## src/rtl/timer.sv

```systemverilog
// Free-running seconds timer: counts enabled clock edges and emits registered one-cycle
// pulses every half second and every full second of enabled time.
module timer #(
  parameter int unsigned TICKS_PER_SECOND = 50000000,
  parameter int unsigned HALF_TICKS       = TICKS_PER_SECOND / 2
) (
  input  logic clk,
  input  logic async_reset,
  input  logic enable,
  input  logic clear,
  output logic second_elapsed,
  output logic half_second_elapsed
);

  localparam int unsigned CntW = (TICKS_PER_SECOND > 1) ? $clog2(TICKS_PER_SECOND) : 1;

  localparam logic [CntW-1:0] CntLast     = CntW'(TICKS_PER_SECOND - 1);
  localparam logic [CntW-1:0] CntHalfLast = CntW'(HALF_TICKS - 1);
  localparam logic [CntW-1:0] CntOne      = CntW'(1);

  if ((TICKS_PER_SECOND < 2) || (TICKS_PER_SECOND % 2 != 0)) begin : gen_bad_ticks
    $error("timer: TICKS_PER_SECOND must be even and >= 2");
  end
  if (HALF_TICKS != TICKS_PER_SECOND / 2) begin : gen_bad_half
    $error("timer: HALF_TICKS is derived and must not be overridden");
  end

  logic [CntW-1:0] cnt_q, cnt_d;
  logic            sec_q, sec_d;
  logic            half_q, half_d;

  // Pulses are computed from the pre-increment count so they land on the edge that
  // completes the interval and are visible in the following cycle.
  always_comb begin
    cnt_d  = cnt_q;
    sec_d  = 1'b0;
    half_d = 1'b0;
    if (clear) begin
      cnt_d = '0;
    end else if (enable) begin
      if (cnt_q == CntLast) begin
        cnt_d  = '0;
        sec_d  = 1'b1;
        half_d = 1'b1;
      end else begin
        cnt_d  = cnt_q + CntOne;
        half_d = (cnt_q == CntHalfLast);
      end
    end
  end

  always_ff @(posedge clk or posedge async_reset) begin
    if (async_reset) begin
      cnt_q  <= '0;
      sec_q  <= 1'b0;
      half_q <= 1'b0;
    end else begin
      cnt_q  <= cnt_d;
      sec_q  <= sec_d;
      half_q <= half_d;
    end
  end

  assign second_elapsed      = sec_q;
  assign half_second_elapsed = half_q;

endmodule

```

## config.mk

```make
export PLATFORM = sky130hd
export DESIGN_NAME = timer
export DESIGN_NICKNAME = d
export VERILOG_FILES = /design/src/rtl/timer.sv
export SDC_FILE = /design/constraint.sdc
export NUM_CORES = 1
export LEC_CHECK = 0
export ABC_CLOCK_PERIOD_IN_PS = 2200
export BUFFER_PORTS_ARGS = -buffer_cell sky130_fd_sc_hd__buf_2
export CORE_MARGIN = 2
export CORE_UTILIZATION = 40
export CTS_CLUSTER_SIZE = 20
export DETAILED_ROUTE_END_ITERATION = 8
export GPL_TIMING_DRIVEN = 0
export PLACE_DENSITY = 0.6
export RECOVER_POWER = 50
export SLEW_MARGIN = 20
export SYNTH_ARGS = -nofsm -noshare
export SYNTH_HDL_FRONTEND = slang
export SYNTH_SLANG_ARGS = --single-unit
export TNS_END_PERCENT = 20
```

## constraint.sdc

```tcl
create_clock -name clk -period 2.2 [get_ports clk]
set_input_delay 0.44 -clock clk [delete_from_list [all_inputs] [get_ports clk]]
set_output_delay 0.44 -clock clk [all_outputs]
set_load 0.05 [all_outputs]
```

==> results of run 1 <==
metrics by stage:
step | cell area (um2) | setup WS (ps)
3_3_place_gp | 1800 | -67.1
3_5_place_dp | 1800 | -27.8
2_1_floorplan | 1710 | 223
4_1_cts | 1880 | 38.8
6_report | 1900 | 92.6
5_1_grt | 1900 | -45.3
synth_stat cells, types with 2 or more instances:
cell type	count	area, um2
nor4b_1	3	26.3
or4_1	3	22.5
a311oi_1	3	26.3
nor3_1	3	15.0
xor2_1	7	61.3
and3_1	5	31.3
dfrtp_1	28	701
nor2_1	16	60.1
o32ai_1	2	17.5
o21ai_0	6	30.0
clkbuf_1	5	18.8
nand2_1	15	56.3
and4_1	5	43.8
xnor2_1	2	17.5
nor4_1	2	12.5
nand3_1	13	65.1
nand4_1	17	106
a21oi_1	14	70.1
and2_1	3	18.8
nand3b_1	2	15.0
inv_1	8	30.0
routing by layer:
metal	GRT usage, %	up-vias	wire, um
met5	0	-	0
met4	5.23	0	80
li1	-	754	-
met2	29.9	49	2160
met3	2.47	10	209
met1	28.3	776	2150
layout make-up:
cell class	instances	area (um2)
fillers	402	2150
multi-input cells	147	983
flip-flops and latches	28	702
well taps	50	62.6
clock buffers	4	55.1
repair buffers	6	35.0
plain buffers	7	35.0
inverters	8	30.0
flip-flops by register name, summed over array words and instances, names as in the netlist:
signal,count
cnt_q,26
second_elapsed,1
half_second_elapsed,1
worst max-delay path, cell delays in order (launching register included):
cell	delay, ps
dfrtp_2	460
ha_2	210
and4_1	190
buf_2	180
nor2b_1	180
and3_4	170
or4_1	490
a21oi_1	150
cell families (layout without fill, tap and decap cells):
group | after synthesis | after routing | share of synthesized area [%]
fa+ha+maj | 1 | 1 | 0.730
flops | 28 | 28 | 40.9
mux | 1 | 1 | 0.584
buf+inv | 15 | 25 | 3.80
compound gates | 39 | 39 | 15.6
xor+xnor | 9 | 9 | 4.60
simple gates | 97 | 97 | 33.8
what timing repair did:
item / in CTS / in global routing
pin swaps: 1 / 0
setup buffers: 2 / 0
cloned: 0 / 0
resized for setup: 2 / 5
endpoints found under the setup margin: 4 / 7
power by group through the flow:
| stage | Combinational (mW) | Sequential, mW | Clock, mW |
|---|---|---|---|
| floorplan | 0.0361 | 0.531 | 0 |
| global placement | 0.0537 | 0.531 | 0 |
| detailed placement | 0.0551 | 0.532 | 0 |
| CTS | 0.0587 | 0.522 | 0.334 |
| global route | 0.0648 | 0.523 | 0.351 |
| finish | 0.0583 | 0.522 | 0.325 |
worst max path at each step:
stage	end	slack, ps	cells after the start
2_1_floorplan	cnt_q[18]	220	7
3_3_place_gp	cnt_q[5]	-70	7
3_5_place_dp	cnt_q[5]	-30	7
4_1_cts	cnt_q[5]	40	7
5_1_grt	cnt_q[5]	-50	7
6_report	cnt_q[18]	90	7
==> flow_summary.ini, run 1 <==
[status]
status = complete, no violations

[floorplan]
fp.dieH_um = 69.4
initial_utilization_pct = 42.2
ios = 6
core-area_um2 = 4060
rows = 23
dieArea_um2 = 4820
die_w_um = 69.4

[layout]
layout.nets = 206
diodes = 0
utilization_pct = 46.9
area_delta_synth_final_pct = 11.1
drive_above_1_share_pct = 11.5
stdcell_count = 250
final_cell_mix = dfrtp_1 (27), nand4_1 (17), nor2_1 (16), nand2_1 (15), a21oi_1 (14)
final_common_cell = dfrtp_1

[setup_path]
arrival_ps = 2310
r2r-start = cnt_q[0]
r2r_end = cnt_q[18]
crit_path_start = cnt_q[0]
worst_r2r_path_depth = 7
worstSetupPathType = reg -> reg
end_kind = register
worst-endpoint-required_ps = 2400
rrSetupSlack_ps = 90
startpoint_type = register
crit_path_max_fanout = 10

[clock_network]
cts.clk_slew.worst_paths_ps = 100
cts-root-buf = clkbuf_8
clock_path_buffers = 2
cts_max_level = 1
cts_tree = yes
numClockSinks = 28
clkLatencyLatePin_ps = 280
hold_buffers = 0
cts_made_buffers = 3

[route]
via_per_inst = 6.36
drt-initial-drc-count = 197
firstDrtPassIters = 4
drcViolationCount = 0
vias = 1589
wirelength_um = 4600
ant_nets = 0
wl_per_cell_um = 18.4

[sta]
finalHoldViolations = 0
tns_ps = 0
timing.slew.headroom_pct = 29.7
finalMaxSlewViolations = 0
finalSetupViolations = 0
fin_worst_skew_ps = 4.47
fin_hold_ws_ps = 406
fin_crit_ps = 2110
worst_pin_slew_ps = 1050
finalCritPeriodShare_pct = 95.8
grt_setup_unrepaired = yes
max_freq_mhz = 475

[yosys]
ys_seq_area_share_pct = 40.9
ys_ff_latch = 28
synth_edf_count = 0
ys_types = 49
synthCells = 190
synth_warnings = 0
async_flop_share_pct = 100
synth_fp_nets = 195
syn-mean-instance-area_um2 = 9.02
synth_area_um2 = 1710
synth_ff_type = dfrtp_1

[power_and_ir_drop]
peakVddDrop_mv = 0.253
combPwrFrac_pct = 6.4
leakage_nw = 0.744
p_switching_mw = 0.214
p_total_mw = 0.906
p_clk_share_pct = 35.9
power.density_nw_per_um2 = 476
switching_share_pct = 23.6
p_int_mw = 0.692
pwr-share-seq_pct = 57.6

[grt]
grt_pass1_vias = 1494
gr-total-overflow = 0
grt_max_degree = 29
grt_usage_pct = 19.3
grt_first_pass_wirelength_um = 7550
antenna_found_initial = 0

[hold_path]
min_path_type = in -> async

[placed_design]
place_inst = 244
placement.io_buffers = 4
gp_congestion = 0.956
dp.final_hpwl_um = 3150

[run]
drv_cap = 0
Power figures use the tool's default switching activity.
==> inputs of run 2 (changes only) <==
--- a/config.mk
+++ b/config.mk
@@ -8,11 +8,11 @@
 export ABC_CLOCK_PERIOD_IN_PS = 2200
 export BUFFER_PORTS_ARGS = -buffer_cell sky130_fd_sc_hd__buf_2
 export CORE_MARGIN = 2
-export CORE_UTILIZATION = 40
+export CORE_UTILIZATION = 53
 export CTS_CLUSTER_SIZE = 20
 export DETAILED_ROUTE_END_ITERATION = 8
 export GPL_TIMING_DRIVEN = 0
-export PLACE_DENSITY = 0.6
+export PLACE_DENSITY = 0.75
 export RECOVER_POWER = 50
 export SLEW_MARGIN = 20
 export SYNTH_ARGS = -nofsm -noshare
==> run 2 against run 1 <==
  * Cell area down 1.4%
  * Wire length down 5.2%
  * Sequential cell count is the same
  * Final cell count is 2.8% lower
  * Setup slack worse by 54 ps
  * Critical path depth unchanged
  * Non-clock buffer count down 1
  * Global-route usage grew 6.4 points
  * Die area down 23%
  * Hold slack lost 78 ps
  * Sequential power is essentially flat
==> flow_summary.ini, run 2 (synthesis results as in run 1) <==
[power_and_ir_drop]
leakage_nw = 0.730
combPwrFrac_pct = 6.8
peakVddDrop_mv = 0.275
power.density_nw_per_um2 = 444
p_switching_mw = 0.201
p_int_mw = 0.632
switching_share_pct = 24.1
p_clk_share_pct = 30.4
pwr-share-seq_pct = 62.7

[placed_design]
dpl-instance-area_um2 = 1790
gp_congestion = 0.980
dp.final_hpwl_um = 3100
placement.io_buffers = 4

[setup_path]
crit_path_max_fanout = 10
worst-endpoint-required_ps = 2460
end_kind = register
startpoint_type = register
arrival_ps = 2430
cpPeakStageDelay_ps = 530
worstSetupPathType = reg -> reg
crit_chain = ha_2 -> and4_1 -> buf_2 -> nor2b_2 -> and3_4 -> or4_1 -> a21oi_2
cpMaxStageDelayCell = or4_1

[sta]
finalCritPeriodShare_pct = 98.3
finalSetupViolations = 0
fin_crit_ps = 2160
fin_hold_ws_ps = 328
timing.slew.headroom_pct = 31.8
worst_pin_slew_ps = 1020
finalMaxSlewViolations = 0
fin_worst_skew_ps = 5.37
tns_ps = 0
finalHoldViolations = 0
grt_setup_unrepaired = yes
max_freq_mhz = 463

[layout]
final_cell_mix = dfrtp_1 (26), nand4_1 (17), nor2_1 (16), nand2_1 (15), a21oi_1 (13)
area_delta_synth_final_pct = 9.57
drive_above_1_share_pct = 12.6
largest_register_ffs = 26
final_common_cell = dfrtp_1
regMostFlops = cnt_q
diodes = 0
fin_area_um2 = 1880
layout.nets = 205

[route]
drcViolationCount = 0
firstDrtPassIters = 4
drt-initial-drc-count = 134
wl_met3_um = 373
vias = 1595
wl_per_cell_um = 17.9
wirelength_um = 4360
highest_layer = met4
via_per_inst = 6.56
wl_met1_um = 1940
route.met2.wl_um = 2030
ant_nets = 0

[hold_path]
min_path_type = in -> async

[floorplan]
rows = 20
core-area_um2 = 3050
dieArea_um2 = 3700
fp.dieH_um = 60.9
initial_utilization_pct = 56.1
die_w_um = 60.9
ios = 6

[grt]
grt_pass1_vias = 1455
antenna_found_initial = 0
grt_first_pass_wirelength_um = 7160
gr-total-overflow = 0
grt_usage_pct = 25.7
grt_max_degree = 29

[run]
drv_cap = 0

[clock_network]
cts_tree = yes
numClockSinks = 28
clock_path_buffers = 2
cts.clk_slew.worst_paths_ps = 150
cts_made_buffers = 3
clkLatencyLatePin_ps = 330
cts-root-buf = clkbuf_4
cts_max_level = 1

[status]
status = complete, no violations
==> run 2: per-stage QoR <==
step                      power (mW)  setup slack, ps  util [%]  cells
after floorplan                0.567              223         -    190
after global placement         0.584            -23.4      58.6    238
after detailed placement       0.585            -39.9      58.6    238
after CTS                      0.835             51.8      60.0    242
after global routing           0.867            -30.2      61.5    243
final                          0.833             38.5      61.5    243
==> run 2: repair_timing <==
item                                    in CTS  in global routing
gates resized for setup                      1                  9
pin swaps                                    0                  1
endpoints found under the setup margin       2                 13
hold buffers                                 0                  0
buffers inserted                             0                  1
==> run 2: cell type report <==
type | count | area [um2]
plain buffers | 7 | 35.0
clock buffers | 4 | 36.3
fillers | 278 | 1180
inverters | 8 | 30.0
multi-input cells | 147 | 990
flip-flops and latches | 28 | 703
well taps | 44 | 55.1
repair buffers | 5 | 27.5
==> run 2: power by group through the flow <==
| stage | clock network, mW | logic [mW] | registers (mW) |
|---|---|---|---|
| 2_1_floorplan | 0 | 0.0361 | 0.531 |
| 3_3_place_gp | 0 | 0.0524 | 0.531 |
| 3_5_place_dp | 0 | 0.0536 | 0.532 |
| 4_1_cts | 0.259 | 0.0543 | 0.522 |
| 5_1_grt | 0.282 | 0.0617 | 0.523 |
| 6_report | 0.253 | 0.0570 | 0.523 |
==> run 2: worst max-delay path: cells and delay by family, from the launching register on <==
family                     cells  cell delay (ps)
AOI/OAI and AO/OA              1              150
adders and majority gates      1              210
buffers and inverters          1              170
DFF                            1              480
and+or+nand+nor                4             1080
==> run 2: per-layer routing <==
layer  vias up  global-route usage (%)
li1        755                       -
met1       763                    38.8
met2        74                    39.5
met3         3                    2.56
met4         0                    6.83
met5         -                       0
==> run 2: path summary, 6_finish.rpt <==
check,from,to,slack (ps),cells past startpoint
min reg2reg,cnt_q[22],cnt_q[22],540,1
max in group asynchronous,async_reset,cnt_q[1],1200,2
min in group clk,clear,cnt_q[20],440,3
max reg2reg,cnt_q[0],cnt_q[18],40,7
min,async_reset,cnt_q[8],330,2
max,cnt_q[0],cnt_q[18],40,7
